**config.mk**
```make
export PLATFORM = sky130hd
export DESIGN_NAME = adder_share_arb
export DESIGN_NICKNAME = d
export VERILOG_FILES = /design/src/rtl/adder_share_arb_pkg.sv /design/src/rtl/adder_share_arb_rr_arb_core.sv /design/src/rtl/adder_share_arb.sv
export SDC_FILE = /design/constraint.sdc
export NUM_CORES = 1
export LEC_CHECK = 0
export CORE_MARGIN = 2
export CORE_UTILIZATION = 35
export DETAILED_ROUTE_END_ITERATION = 8
export PLACE_DENSITY = 0.73
export SETUP_SLACK_MARGIN = 0.5
export SLEW_MARGIN = 30
export SYNTH_ARGS = -nofsm -noshare
export SYNTH_HDL_FRONTEND = slang
export SYNTH_SLANG_ARGS = --single-unit
```
**constraint.sdc**
```tcl
create_clock -name clk -period 3.6 [get_ports clk]
set_clock_uncertainty 0.05 [all_clocks]
set_input_delay 0.72 -clock clk [delete_from_list [all_inputs] [get_ports clk]]
set_output_delay 0.72 -clock clk [all_outputs]
set_load 0.005 [all_outputs]
```
**src/rtl/adder_share_arb_pkg.sv**
```systemverilog
// -----------------------------------------------------------------------------
// adder_share_arb_pkg
// Shared types, constants and helpers for the adder-sharing arbiter.
//   arb_state_e : flush/drain FSM states (RUN, DRAIN, HALT)
//   CNT_W       : width of each per-requester grant statistics counter
//   MAX_REQ     : upper bound on requesters the priority search supports
//   rr_search   : rotate-priority search, returns the first set request
//                 at or above ptr (wrapping), or -1 when none is set
// -----------------------------------------------------------------------------
package adder_share_arb_pkg;

    typedef enum logic [1:0] {
        RUN   = 2'd0,
        DRAIN = 2'd1,
        HALT  = 2'd2
    } arb_state_e;

    localparam int CNT_W   = 16;
    localparam int MAX_REQ = 32;
    localparam int MAX_IW  = 5;

    // Walk the candidates from highest rotation offset down to zero so the
    // lowest offset (closest to ptr) is the one left in sel.
    function automatic int rr_search(input logic [MAX_REQ-1:0] req,
                                     input int                 nreq,
                                     input int                 ptr);
        int sel;
        int idx;
        sel = -1;
        for (int k = MAX_REQ - 1; k >= 0; k--) begin
            if (k < nreq) begin
                idx = ptr + k;
                if (idx >= nreq) begin
                    idx = idx - nreq;
                end
                if (req[idx[MAX_IW-1:0]]) begin
                    sel = idx;
                end
            end
        end
        return sel;
    endfunction

endpackage

```
**src/rtl/adder_share_arb_rr_arb_core.sv**
```systemverilog
// -----------------------------------------------------------------------------
// rr_arb_core
// Purely combinational round-robin grant selection.
//   req_valid : per-requester pending operation
//   ptr       : requester with highest priority this cycle
//   en        : grants allowed this cycle
//   grant     : one-hot grant (all zero when nothing is granted)
//   grant_idx : index of the granted requester (0 when none)
//   grant_any : a grant was issued
// -----------------------------------------------------------------------------
module rr_arb_core
    import adder_share_arb_pkg::*;
#(
    parameter  int NREQ = 4,
    localparam int IW   = $clog2(NREQ)
) (
    input  logic [NREQ-1:0] req_valid,
    input  logic [IW-1:0]   ptr,
    input  logic            en,
    output logic [NREQ-1:0] grant,
    output logic [IW-1:0]   grant_idx,
    output logic            grant_any
);

    logic [MAX_REQ-1:0] w_req_ext;
    int                 w_sel;

    always_comb begin
        w_req_ext            = '0;
        w_req_ext[NREQ-1:0]  = req_valid;
        w_sel                = rr_search(w_req_ext, NREQ, int'(ptr));
        grant                = '0;
        grant_idx            = '0;
        grant_any            = 1'b0;
        if (en && (w_sel >= 0)) begin
            grant_any        = 1'b1;
            grant_idx        = IW'(w_sel);
            grant[grant_idx] = 1'b1;
        end
    end

endmodule

```
**src/rtl/adder_share_arb.sv**
```systemverilog
// -----------------------------------------------------------------------------
// adder_share_arb
// Shares one external pipelined adder between NREQ requesters. One requester
// is granted per cycle (round-robin), its operands are muxed onto the adder,
// and a tag pipeline matched to the adder latency routes each sum back to the
// requester that issued it. flush_req stops granting and drains in-flight ops;
// flush_done reports the halted, empty state.
//
// Ports:
//   clk, rst            : clock, synchronous active-high reset
//   req_valid/req_ready : per-requester handshake (req_ready one-hot)
//   req_a/req_b/req_ci  : packed operands, requester i at [i*W +: W]
//   add_a/add_b/add_ci  : operands to the adder (0 when nothing granted)
//   add_s/add_co        : adder result, LATENCY cycles after issue
//   rsp_valid           : one-hot owner of the current result
//   rsp_s/rsp_co        : result, shared by all requesters
//   flush_req           : level, stop granting and drain
//   flush_done          : halted with nothing in flight
//   stat_clr, grant_cnt : only with ADDER_SHARE_ARB_STATS_EN; saturating
//                         per-requester handshake counters, cleared by a
//                         handshake taken while stat_clr is high
//
// Optional feature macro: ADDER_SHARE_ARB_STATS_EN
// -----------------------------------------------------------------------------
module adder_share_arb
    import adder_share_arb_pkg::*;
#(
    parameter int W       = 4,
    parameter int NREQ    = 4,
    parameter int LATENCY = 2
) (
    input  logic               clk,
    input  logic               rst,
    input  logic [NREQ-1:0]    req_valid,
    output logic [NREQ-1:0]    req_ready,
    input  logic [NREQ*W-1:0]  req_a,
    input  logic [NREQ*W-1:0]  req_b,
    input  logic [NREQ-1:0]    req_ci,
    output logic [W-1:0]       add_a,
    output logic [W-1:0]       add_b,
    output logic               add_ci,
    input  logic [W-1:0]       add_s,
    input  logic               add_co,
    output logic [NREQ-1:0]    rsp_valid,
    output logic [W-1:0]       rsp_s,
    output logic               rsp_co,
`ifdef ADDER_SHARE_ARB_STATS_EN
    input  logic               stat_clr,
    output logic [NREQ*CNT_W-1:0] grant_cnt,
`endif
    input  logic               flush_req,
    output logic               flush_done
);

    localparam int IW = $clog2(NREQ);

    arb_state_e       r_state;
    logic             r_flush_done;
    logic [IW-1:0]    r_ptr;
    logic             r_tag_vld_p [LATENCY];
    logic [IW-1:0]    r_tag_idx_p [LATENCY];

    logic             w_en;
    logic [NREQ-1:0]  w_grant;
    logic [IW-1:0]    w_grant_idx;
    logic             w_grant_any;
    logic             w_busy;

    // Grants only while running and not being asked to flush; reset also
    // blocks them so no handshake is reported in a cycle that gets discarded.
    assign w_en = !rst && (r_state == RUN) && !flush_req;

    rr_arb_core #(
        .NREQ (NREQ)
    ) u_rr_arb_core (
        .req_valid (req_valid),
        .ptr       (r_ptr),
        .en        (w_en),
        .grant     (w_grant),
        .grant_idx (w_grant_idx),
        .grant_any (w_grant_any)
    );

    assign req_ready  = w_grant;
    assign flush_done = r_flush_done;

    // Operand mux: one-hot select, all zero without a grant
    always_comb begin
        add_a  = '0;
        add_b  = '0;
        add_ci = 1'b0;
        for (int i = 0; i < NREQ; i++) begin
            if (w_grant[i]) begin
                add_a  = req_a[i*W +: W];
                add_b  = req_b[i*W +: W];
                add_ci = req_ci[i];
            end
        end
    end

    always_ff @(posedge clk) begin
        if (rst) begin
            r_ptr <= '0;
        end else if (w_grant_any) begin
            r_ptr <= (w_grant_idx == IW'(NREQ - 1)) ? '0 : w_grant_idx + 1'b1;
        end
    end

    // Stage boundary p0..p(LATENCY-1): tag valid (reset) travels with idx (no reset)
    always_ff @(posedge clk) begin
        if (rst) begin
            for (int s = 0; s < LATENCY; s++) begin
                r_tag_vld_p[s] <= 1'b0;
            end
        end else begin
            r_tag_vld_p[0] <= w_grant_any;
            for (int s = 1; s < LATENCY; s++) begin
                r_tag_vld_p[s] <= r_tag_vld_p[s-1];
            end
        end
    end

    always_ff @(posedge clk) begin
        r_tag_idx_p[0] <= w_grant_idx;
        for (int s = 1; s < LATENCY; s++) begin
            r_tag_idx_p[s] <= r_tag_idx_p[s-1];
        end
    end

    // Something will still be in flight after this edge. The final stage is
    // retiring now, so it does not count; this lets HALT (and flush_done)
    // follow the last response by exactly one cycle.
    always_comb begin
        w_busy = w_grant_any;
        for (int s = 0; s < LATENCY - 1; s++) begin
            w_busy = w_busy | r_tag_vld_p[s];
        end
    end

    always_ff @(posedge clk) begin
        if (rst) begin
            r_state      <= RUN;
            r_flush_done <= 1'b0;
        end else begin
            case (r_state)
                RUN: begin
                    if (flush_req) begin
                        r_state <= DRAIN;
                    end
                end
                DRAIN: begin
                    if (!w_busy) begin
                        r_state      <= HALT;
                        r_flush_done <= 1'b1;
                    end
                end
                HALT: begin
                    if (!flush_req) begin
                        r_state      <= RUN;
                        r_flush_done <= 1'b0;
                    end
                end
                default: begin
                    r_state      <= RUN;
                    r_flush_done <= 1'b0;
                end
            endcase
        end
    end

    always_comb begin
        rsp_valid = '0;
        for (int i = 0; i < NREQ; i++) begin
            rsp_valid[i] = r_tag_vld_p[LATENCY-1] && (r_tag_idx_p[LATENCY-1] == IW'(i));
        end
    end

    assign rsp_s  = add_s;
    assign rsp_co = add_co;

`ifdef ADDER_SHARE_ARB_STATS_EN
    logic [CNT_W-1:0] r_cnt [NREQ];

    // A grant always coincides with req_valid, so grant[i] is the handshake.
    always_ff @(posedge clk) begin
        if (rst) begin
            for (int i = 0; i < NREQ; i++) begin
                r_cnt[i] <= '0;
            end
        end else begin
            for (int i = 0; i < NREQ; i++) begin
                if (w_grant[i]) begin
                    if (stat_clr) begin
                        r_cnt[i] <= '0;
                    end else if (r_cnt[i] != {CNT_W{1'b1}}) begin
                        r_cnt[i] <= r_cnt[i] + 1'b1;
                    end
                end
            end
        end
    end

    always_comb begin
        grant_cnt = '0;
        for (int i = 0; i < NREQ; i++) begin
            grant_cnt[i*CNT_W +: CNT_W] = r_cnt[i];
        end
    end
`endif

endmodule

```
Word level (Yosys, flattened, before mapping)
Memories as Yosys holds them, arrays and structs flattened. Cells that the tools add are included.

Bits in registers: 5. Bits in latches: 0. Memory bits (writable): 6. ROM bits: 0. Bits of input ports: 48. Word-level logic and storage cells: 97. Memories: 2.

$add $sub $neg: 8. Multiply operators: 0. Div/mod/pow operators: 0. Magnitude comparators: 11. Equal/unequal tests: 9. Shifts and indexed selects: 0. Mux-type cells: 46. Bitwise operators: 4. Reduce and logical (&&, ||, !) cells: 14.

Memory list: r_tag_idx_p (words 2, width 2, rd ports 2, clocked after memory_dff 0, wr ports 2, RTL line adder_share_arb.sv:61) `logic [IW-1:0] r_tag_idx_p [LATENCY];`; r_tag_vld_p (words 2, width 1, rd ports 2, clocked after memory_dff 0, wr ports 2, RTL line adder_share_arb.sv:60) `logic r_tag_vld_p [LATENCY];`.

Operators by type and width (number): $mux W32 (8); $ge A32 B4 Y1 const B (3); $sub A32 B4 Y32 const B (3); $mux W4 (9); $ge A32 B1 Y1 const B (1); $lt A5 B6 Y1 const B (4); $bmux W1 S5 (4); $mux W1 (17); $mux W2 (5); $eq A2 B2 Y1 const B (4); $logic_and A1 B1 Y1 (8); $add A2 B2 Y3 const B (2); $ne A2 B2 Y1 const B (3); $pmux W2 S3 (1); $reduce_and A3 Y1 (2); $eq A2 B1 Y1 const B (2); $logic_not A2 Y1 (2); $sub A2 B3 Y4 const B (1); $add A2 B1 Y3 const B (1); $ge A2 B3 Y1 const B (1); $lt A2 B3 Y1 const B (1); $or A1 B1 Y1 (3); $pmux W1 S3 (1); $add A2 B1 Y2 const B (1); 4 further kinds (5).

Depth between registers and ports, before layout
Gate-level depths: netlist (run 1).

Depth after elaboration: 18. Gate-level depth with buffers: 11. Mapped depth without buffers: 9.

Cells and area by module
From an unflattened synthesis (run 1), not the netlist that was laid out.

Cell total of the unflattened synthesis: 120. Area, all modules: 1007.2 um2.

By module, submodules not included: adder_share_arb (times used 1, cells each 77, area an instance 660.6 um2, sequential area each 220.2 um2); rr_arb_core (times used 1, cells each 43, area an instance 346.6 um2, sequential area each 0.0 um2).

Least setup slack after synthesis (run 1)
No wires, ideal clock.

Kind: flip-flop to output port. Start: reg r_ptr[1]. End: out add_a[0]. Arrival: 2.478 ns. Data required time: 2.830 ns. Slack: 0.352 ns. Stages on the path, launching flop included: 12. Path through: dfxtp_1 buf_2 inv_1 ha_1 buf_2 inv_1 nor4b_2 o22ai_4 nand2_4 buf_6 mux2_4 o211a_1.

Word-level cells in the longest chain between the ends: 18. Elaborated cells on any way between the ends: 39. Classes of those cells: add/sub (7); order compare (7); mux (23); reduce/logical (2).

RTL lines: from (decl) (RTL line adder_share_arb.sv:59) `logic [IW-1:0] r_ptr;`; from (signal assigned) (RTL line adder_share_arb.sv:105) `r_ptr <= (w_grant_idx == IW'(NREQ - 1)) ? '0 : w_grant_idx + 1'b1;`; $add A2 B2 Y3 (RTL line adder_share_arb_pkg.sv:32) `idx = ptr + k;`; $sub A32 B4 Y32 or $ge A32 B4 Y1 (tied branches) (RTL line adder_share_arb_pkg.sv:34, adder_share_arb_pkg.sv:33); $mux W32 (RTL line adder_share_arb_pkg.sv:33) `if (idx >= nreq) begin`; $bmux W1 S5 (RTL line adder_share_arb_pkg.sv:36) `if (req[idx[MAX_IW-1:0]]) begin`; $mux W1 (not written as such) (RTL line adder_share_arb_pkg.sv:36); $mux W32 (3 in series) (RTL line adder_share_arb_pkg.sv:36); $mux W32 (*) (RTL line adder_share_arb_pkg.sv:36); parallel branches: the longest is 4 deep, another holds $ge A32 B1 Y1; $mux W4 (*) (RTL line adder_share_arb_rr_arb_core.sv:35) `if (en && (w_sel >= 0)) begin`; $mux W4 (3 in series) (RTL line adder_share_arb.sv:93) `if (w_grant[i]) begin`; $mux W4 (*) (RTL line adder_share_arb.sv:93); to (decl) (RTL line adder_share_arb.sv:39) `output logic [W-1:0] add_a,`.

Mark *: on every way between the ends. The select of a mux whose other input is x is not followed.

Worst setup path in the final report (run 1)
Start: reg r_ptr[1]. End: out req_ready[1].

Word-level cells in the longest chain between the ends: 14. Elaborated cells on any way between the ends: 35. Classes of those cells: add/sub (7); order compare (7); mux (19); reduce/logical (2).

RTL lines: $add A2 B2 Y3 (RTL line adder_share_arb_pkg.sv:32); $sub A32 B4 Y32 or $ge A32 B4 Y1 (tied branches) (RTL line adder_share_arb_pkg.sv:34, adder_share_arb_pkg.sv:33); $mux W32 (RTL line adder_share_arb_pkg.sv:33); $bmux W1 S5 (RTL line adder_share_arb_pkg.sv:36); $mux W1 (not written as such) (RTL line adder_share_arb_pkg.sv:36); $mux W32 (3 in series) (RTL line adder_share_arb_pkg.sv:36); $mux W32 (*) (RTL line adder_share_arb_pkg.sv:36); parallel branches: the longest is 4 deep, another holds $ge A32 B1 Y1; $mux W4 (*) (RTL line adder_share_arb_rr_arb_core.sv:35); to (decl) (RTL line adder_share_arb.sv:35) `output logic [NREQ-1:0] req_ready,`.

Marked as above.

==> results.md, run 1 <==
* finished clean — run status
* 5 — highest net fanout along the worst path
* 0.00121 mm² — multi-input gate area in the final layout
* 22.7% — Total GRT Usage
* 0.23 ns — Clk Latency, worst-skew pair
* 11 — count of state elements after synthesis
* 0.862 — weighted congestion at the end of routability-driven global placement
* 223 µm² — FF+latch area
* 0 — final hold violation count
* 0.579 mW — sw power
* 81.0% — logic gate share of total power
* flip-flop to flip-flop — class of the worst hold path
* 164 — number of instances in the synthesized netlist
* 10 — cells on worst reg2reg path
* flip-flop to output port — Worst Setup Path Type
* 2 — maximum buffer depth of the clock tree
* 0 — number of stages on the worst hold path
* output port — Setup crit end kind
* flip-flop — sort of element at the start of the critical path
* 0 — final setup violation count
* 60 — # port buffers
* 0 — # hold bufs at CTS
* 0.00366 mm² — CORE AREA
* r_tag_idx_p[0][2] — end point of the most critical hold path
* 0 — number of max-cap violations
* 5.48 — via density per instance
* 303 MHz — highest clock rate
* 91.6% — Tcrit/Tclk final
* 0.860 mW — cell-internal power
* 0 — DRC violation count after routing
* dfxtp_1 — cell type with the largest total area after synthesis
* 0 ns — setup total negative slack
* built — TritonCTS clock tree
* 0 — count of antenna-violating nets left after detailed routing
* 8.3% — clock network fraction of design power
* 0 — n_diodes
* 16.6% — share of the synthesized area in the top cell type
* 217 — syn_nets
* 0.243 mV — maximum vdd drop
* 36.2% — effective utilization at floorplan
* 15.4 µm — WL/cell
* dfxtp_1 17%, mux2_4 10%, o211a_1 6.8% — largest cells by area after synthesis
* 0 — final global-route overflow total
* 0 — Post-synth EDFFs
* 547 mW/mm² — power per unit of standard cell area
* 11 — clock sink total
* 0% — fraction of registers with async set/reset
* 65.5 µm — vertical extent of the die
* 11 — maximum number of pins on one net before global-route repair
* r_ptr[1] — beginning of the worst register-to-register path
* 0.05 ns — Worst-path clk slew
* 48.5% — share of layout cells above drive strength 1
* 1766 — via count of the routed design
* clkbuf_8 — CTS root buf
* 1.22 nW — leakage power figure
* 78.1% — worst rel slew slack
* 0.00429 mm² — total die area
* 0 — initial antenna violation count
* 2.83 ns — data required time of the worst path
* 1766 — via count of the first global-routing pass
* 4 — DR pass1 iterations
* 69 — number of DRC markers after the initial detailed-route iteration
* 0 — final max-slew violation count
* 10.7% — Sequential Power Share
* 98.6% — growth of design area from synthesis to finish
* 7.89 mm — global-route wire length before repair
* 8.08 µm² — synthesized area divided by synthesized cell count
* 0.00133 mm² — Synth Cell Area
* dfxtp_1 — predominant post-synthesis flop cell
* r_tag_idx_p[0][0] — startpoint of the lowest-slack hold path
* 16.6% — register area share after synthesis
* 0 — Synth warnings
* 71 — Ports
* 3 — CTS Buf Count
* 4.97 mm — final routed wirelength across all metal layers
* r_ptr[1] — reg-to-reg critical path endpoint
* yes — RSZ-0062 raised after global routing
* 2.53 ns — data arrival at the endpoint of the critical path
* 3.06 mm — Post-DP HPWL
* 40.2% — share of total power consumed by net switching
* 0.326 ns — transition at the pin with the smallest max-transition slack
* 328 — Final nets
* 22 — number of core rows
* 3.30 ns — fin crit period
* 65.5 µm — die boundary width
* 1.23 ns — reg-to-reg setup timing slack
* 1.44 mW — PnR Total Power
* 47 — number of distinct library cell variants in the gate-level netlist after synthesis
* 252 — count of filler cells inserted in the layout
* 1 — depth of the CTS H-tree
## critical path, cell delays in order, from the launching register on
cell,delay [ns]
dfxtp_2,0.34
inv_2,0.06
ha_4,0.33
mux2i_4,0.27
nor3_4,0.08
nor2_2,0.14
a311oi_2,0.13
buf_4,0.16
buf_6,0.10
or4_4,0.52
inv_2,0.07
buf_6,0.08
## routing by layer
metal  GRT usage (%)  up-vias  part of all wire (%)
li1                -      834                     -
met1            28.9      849                    40
met2            39.2       77                    51
met3            3.60        6                   7.8
met4            7.03        0                   1.1
met5               0        -                     0
## power by group through the flow
| stage | Clock [mW] | Sequential (mW) | Combinational [mW] |
|---|---|---|---|
| floorplan | 0 | 0.154 | 0.513 |
| global placement | 0 | 0.152 | 0.792 |
| detailed placement | 0 | 0.152 | 0.794 |
| CTS | 0.122 | 0.153 | 1.07 |
| global route | 0.130 | 0.156 | 1.24 |
| finish | 0.120 | 0.154 | 1.16 |
## sequential cells by signal, indices dropped and copies added, names as in the netlist
register     flops
r_tag_idx_p      4
r_ptr            2
r_state          2
r_tag_vld_p      2
flush_done       1
## cells in the mapped netlist (2+ instances only)
cell,n
mux2i_1,3
o22a_1,2
nor3_1,5
clkbuf_1,2
mux2_4,9
and3_1,2
buf_2,5
inv_1,8
nand3_1,10
buf_6,2
nand2b_1,3
buf_4,5
ha_1,5
mux2_2,4
nor2_1,12
dfxtp_1,11
o211ai_1,3
o211a_1,9
nor2b_1,5
a21oi_1,4
nor4_1,2
nand2_1,10
a21boi_0,2
nand4_1,9
o21ai_0,10
## logic make-up after synthesis
group	count (synthesis)	share of synthesized area [%]
and+or+nand+nor	67	28.0
buffers and inverters	22	9.25
muxes	16	15.9
AOI/OAI and AO/OA	43	25.5
DFF	11	16.6
adders and majority gates	5	4.72
## layout make-up
cell class	count	area share, %
multi-input cells	131	45.9
inverters	8	1.24
clock buffers	4	1.71
well taps	48	2.28
repair buffers	120	40.4
flip-flops and latches	11	8.46
## cells in the final DEF (no fill, tap or decap), types with 2 or more instances in the layout
| master | synthesis | routed |
|---|---|---|
| buf_8 | 0 | 2 |
| nor2b_1 | 5 | 4 |
| clkdlybuf4s50_1 | 0 | 43 |
| nand3_1 | 10 | 10 |
| dfxtp_1 | 11 | 9 |
| inv_1 | 8 | 3 |
| nor4b_4 | 0 | 2 |
| o211ai_1 | 3 | 3 |
| mux2_2 | 4 | 2 |
| o21ai_0 | 10 | 10 |
| ha_2 | 0 | 2 |
| ha_4 | 0 | 3 |
| nand4_1 | 9 | 9 |
| clkbuf_8 | 0 | 3 |
| nor2_2 | 0 | 2 |
| buf_4 | 5 | 44 |
| nand2b_4 | 0 | 2 |
| nor3_1 | 5 | 3 |
| o22a_1 | 2 | 2 |
| mux2_4 | 9 | 11 |
| buf_6 | 2 | 13 |
| mux2i_4 | 0 | 2 |
| a21oi_1 | 4 | 3 |
| nor2_1 | 12 | 10 |
| o211a_1 | 9 | 9 |
| buf_2 | 5 | 16 |
| and3_1 | 2 | 2 |
| inv_2 | 0 | 4 |
| dfxtp_2 | 0 | 2 |
| nand2_1 | 10 | 9 |
## metrics by stage
| stage | instances | utilization (%) | setup WS [ns] | cell area, µm² | hold slack [ns] |
|---|---|---|---|---|---|
| after floorplan | 164 | - | 0.471 | 1370 | 0.260 |
| after global placement | 287 | 58.9 | -0.469 | 2160 | 0.260 |
| after detailed placement | 287 | 58.9 | -0.466 | 2160 | 0.264 |
| after CTS | 314 | 68.9 | 0.315 | 2520 | 0.275 |
| after global routing | 322 | 71.9 | 0.221 | 2630 | 0.303 |
| final | 322 | 71.9 | 0.303 | 2630 | 0.282 |
## how the worst max path moves through the flow
| stage | from | end | slack [ns] | depth (start not counted) |
|---|---|---|---|---|
| floorplan | req_valid[0] | add_a[0] | 0.47 | 8 |
| finish | r_ptr[1] | req_ready[1] | 0.30 | 11 |
| CTS | r_ptr[1] | req_ready[1] | 0.31 | 10 |
| global route | r_ptr[0] | req_ready[1] | 0.22 | 12 |
| detailed placement | req_valid[0] | req_ready[0] | -0.47 | 9 |
| global placement | req_valid[2] | req_ready[1] | -0.47 | 8 |
## repair_timing
item	4_1_cts	5_1_grt
setup endpoints to repair	13	13
resized for setup	126	7
pin swaps	23	9
buffers inserted	22	7
gates cloned	1	1
(Power assumes the default switching activity.)
==> run 2, diff against run 1 <==
--- a/config.mk
+++ b/config.mk
@@ -5,10 +5,11 @@
 export SDC_FILE = /design/constraint.sdc
 export NUM_CORES = 1
 export LEC_CHECK = 0
+export ABC_AREA = 1
 export CORE_MARGIN = 2
 export CORE_UTILIZATION = 35
 export DETAILED_ROUTE_END_ITERATION = 8
-export PLACE_DENSITY = 0.73
+export PLACE_DENSITY = 0.77
 export SETUP_SLACK_MARGIN = 0.5
 export SLEW_MARGIN = 30
 export SYNTH_ARGS = -nofsm -noshare
==> run 2 against run 1 <==
Against the previous run: design area shrank 11%; synthesized cell count is 3.0% higher; routed wire length grew 2.4%; non-clock buffer count is 9 lower; worst hold slack worse by 0.00078 ns; via count decreased by 2.3%; final cell count fell by 1.2%; die area shrank 14%; maximum frequency up 5.0%; count of clock-buffer cells in the layout unchanged; critical path type unchanged.
==> results.md, run 2 <==
* 43.4% — share of layout cells above drive strength 1
* 0.00305 mm² — CORE AREA
* output port — Setup crit end kind
* 1.87 mm — Routed met1 length
* 60 — # port buffers
* 108 — number of DRC markers after the initial detailed-route iteration
* 0 — count of antenna-violating nets left after detailed routing
* 11 — maximum number of pins on one net before global-route repair
* finished clean — run status
* nand3_1 — most frequent cell after synthesis
* 5.08 mm — final routed wirelength across all metal layers
* 0 — n_diodes
* 0.28 ns — Clk Latency, worst-skew pair
* 3 — CTS Buf Count
* flip-flop to output port — Worst Setup Path Type
* yes — RSZ-0062 raised after global routing
* 328 — Final nets
* 422 µm — Met3 Wirelength
* 0 — number of max-cap violations
* 330 mW/mm² — power per unit of standard cell area
* 0.156 mV — maximum vdd drop
* 6 — highest net fanout along the worst path
* 0.00113 mm² — Synth Cell Area
* 0 — DRC violation count after routing
* 19.5% — share of the synthesized area in the top cell type
* 0.00235 mm² — Design Area, Final
* r_ptr[1] — reg-to-reg critical path endpoint
* 0% — fraction of registers with async set/reset
* 5 — DR pass1 iterations
* r_ptr[0] — beginning of the worst register-to-register path
* flip-flop — sort of element at the start of the critical path
* dfxtp_1 19%, nand3_1 15%, nand2_1 10% — largest cells by area after synthesis
* dfxtp_1 — cell type with the largest total area after synthesis
* 34 x nand3_1, 30 x nand2_1, 18 x nand4_1 — list of most frequent post-synthesis cells
* 12 — cells on worst reg2reg path
* 83.7% — worst rel slew slack
* 0 — final global-route overflow total
* 60.8 µm — vertical extent of the die
* 0 — # hold bufs at CTS
* 0.826 — weighted congestion at the end of routability-driven global placement
* 16.0 µm — WL/cell
* 0.07 ns — Worst-path clk slew
* clkbuf_4 — CTS root buf
* 169 — number of instances in the synthesized netlist
* 4 — max FFs per register
* 0 — final max-slew violation count
* 71 — Ports
* 1 — depth of the CTS H-tree
* 37.0% — effective utilization at floorplan
* 2 — maximum buffer depth of the clock tree
* 23 — number of distinct library cell variants in the gate-level netlist after synthesis
* 5.42 — via density per instance
* 194 — count of filler cells inserted in the layout
* 0 ns — setup total negative slack
* clkinv_8 -> ha_4 -> inv_2 -> nand3_2 -> nand3_4 -> nand2_2 -> nand2_2 -> nand2_4 -> nand2_4 -> buf_6 -> nor2_4 -> buf_6 -> nand3_1 -> nand4_1 -> buf_2 — cells along the critical path
* clkdlybuf4s50_1 — most common cell after layout, fill and taps aside
* 222 — syn_nets
* dfxtp_4 — Slowest-stage cell, CP
* 2.37 ns — data arrival at the endpoint of the critical path
* 1.59 ns — reg-to-reg setup timing slack
* built — TritonCTS clock tree
* 87.2% — Tcrit/Tclk final
* 6.29 mm — global-route wire length before repair
* 11 — clock sink total
* 318 MHz — highest clock rate
* 2.62 mm — Post-DP HPWL
* r_ptr[0] — worst setup path startpoint
* 0 — Post-synth EDFFs
* 0.40 ns — Max stage delay on crit path
* 0 — Synth warnings
* met4 — top routing layer used
* 6.69 µm² — synthesized area divided by synthesized cell count
* 1465 — via count of the first global-routing pass
* 1.05 nW — leakage power figure
* dfxtp_1 — predominant post-synthesis flop cell
* r_tag_idx_p — register with the most flip-flops
* 60.8 µm — die boundary width
* 1725 — via count of the routed design
* 2.58 mm — length of routed met2 wiring
* 0.00370 mm² — total die area
* 108% — growth of design area from synthesis to finish
* 19.5% — register area share after synthesis
* 20 — number of core rows
* 22.3% — Total GRT Usage
* 0 — final setup violation count
* 2.83 ns — data required time of the worst path
* 0.243 ns — transition at the pin with the smallest max-transition slack
* add_b[1] — last element of the critical path
* 0 — initial antenna violation count
* flip-flop to flip-flop — class of the worst hold path
* 0.00182 mm² — standard cell area after detailed placement
* 3.14 ns — fin crit period
* 11 — count of state elements after synthesis
* 41 x clkdlybuf4s50_1, 35 x buf_4, 31 x nand3_1, 19 x nand2_2, 18 x nand4_1 — commonest cells after routing, fill and taps aside
* 0 — final hold violation count
## run 2: cell types whose count changed in the layout (fill, tap and decap cells not counted), sizes merged, moves of 8 or more
cell / delta
buf: -21
inv: +8
mux2: -13
nand2: +26
nand3: +31
nand4: +9
o211a: -9
o21ai: -9
## run 2: worst max-delay path: cells and delay by family, from the launching register on
family,cells,cell delay [ns]
AND/OR/NAND/NOR,9,0.85
buffers and inverters,5,0.54
flip-flops,1,0.40
adder cells (fa/ha/maj),1,0.31
## run 2: timing repair
action,in CTS,in global routing
endpoints found under the setup margin,13,13
resized for setup,72,44
setup buffers,24,12
pin swaps,23,34
cloned,2,2
endpoints found under the hold margin,0,0
## run 2: metal layers
layer	vias up	track usage (%)
li1	795	-
met1	793	26.3
met2	108	39.2
met3	29	3.41
met4	0	10.6
met5	-	0
## run 2: kinds of logic after synthesis
family / Yosys count / share of synthesized area [%]
buffers and inverters: 28 / 13.3
adder cells (fa/ha/maj): 5 / 5.53
AND/OR/NAND/NOR: 117 / 57.2
flip-flops: 11 / 19.5
AO/OA/AOI/OAI: 8 / 4.54
## run 2: through the flow
step                      hold WS [ns]  util, %  total power [mW]  worst slack (ns)  instances
after CTS                        0.279     71.4             0.685             0.493        304
after detailed placement         0.263     59.5             0.479          -0.00221        274
after global placement           0.260     59.5             0.476            0.0189        274
after global routing             0.297     77.1             0.811             0.382        318
after floorplan                  0.260        -             0.338             0.918        169
final                            0.281     77.1             0.776             0.460        318
## run 2: power breakdown
part / total, mW / switching [mW] / internal [mW]
Sequential: 0.140 / 0.00772 / 0.133
Combinational: 0.546 / 0.272 / 0.274
Clock: 0.0889 / 0.0458 / 0.0431
Total: 0.776 / 0.326 / 0.450
## run 2: area by class of cell
| type | instances | area (µm²) | share of cell area, % |
|---|---|---|---|
| Inverter | 17 | 76.3 | 3.24 |
| Tap cell | 44 | 55.1 | 2.34 |
| Timing Repair Buffer | 111 | 1040 | 44.3 |
| Multi-Input combinational cell | 131 | 925 | 39.3 |
| Clock buffer | 4 | 26.3 | 1.12 |
| Sequential cell | 11 | 228 | 9.68 |
## run 2: worst min path at each step
stage          slack [ns]  depth (start not counted)               from           endpoint
3_3_place_gp         0.26                          0  r_tag_idx_p[0][0]  r_tag_idx_p[0][2]
5_1_grt              0.30                          0  r_tag_idx_p[0][0]  r_tag_idx_p[0][2]
2_1_floorplan        0.26                          0  r_tag_idx_p[0][0]  r_tag_idx_p[0][2]
4_1_cts              0.28                          0  r_tag_idx_p[0][1]  r_tag_idx_p[0][3]
6_report             0.28                          0  r_tag_idx_p[0][0]  r_tag_idx_p[0][2]
3_5_place_dp         0.26                          0  r_tag_idx_p[0][1]  r_tag_idx_p[0][3]
==> run 3, diff against run 2 <==
--- a/config.mk
+++ b/config.mk
@@ -5,11 +5,11 @@
 export SDC_FILE = /design/constraint.sdc
 export NUM_CORES = 1
 export LEC_CHECK = 0
-export ABC_AREA = 1
+export ABC_AREA = 0
 export CORE_MARGIN = 2
 export CORE_UTILIZATION = 35
 export DETAILED_ROUTE_END_ITERATION = 8
-export PLACE_DENSITY = 0.77
+export PLACE_DENSITY = 0.73
 export SETUP_SLACK_MARGIN = 0.5
 export SLEW_MARGIN = 30
 export SYNTH_ARGS = -nofsm -noshare
==> results of run 3 <==
The final DEF is identical to that of run 1; final timing and power are the same.
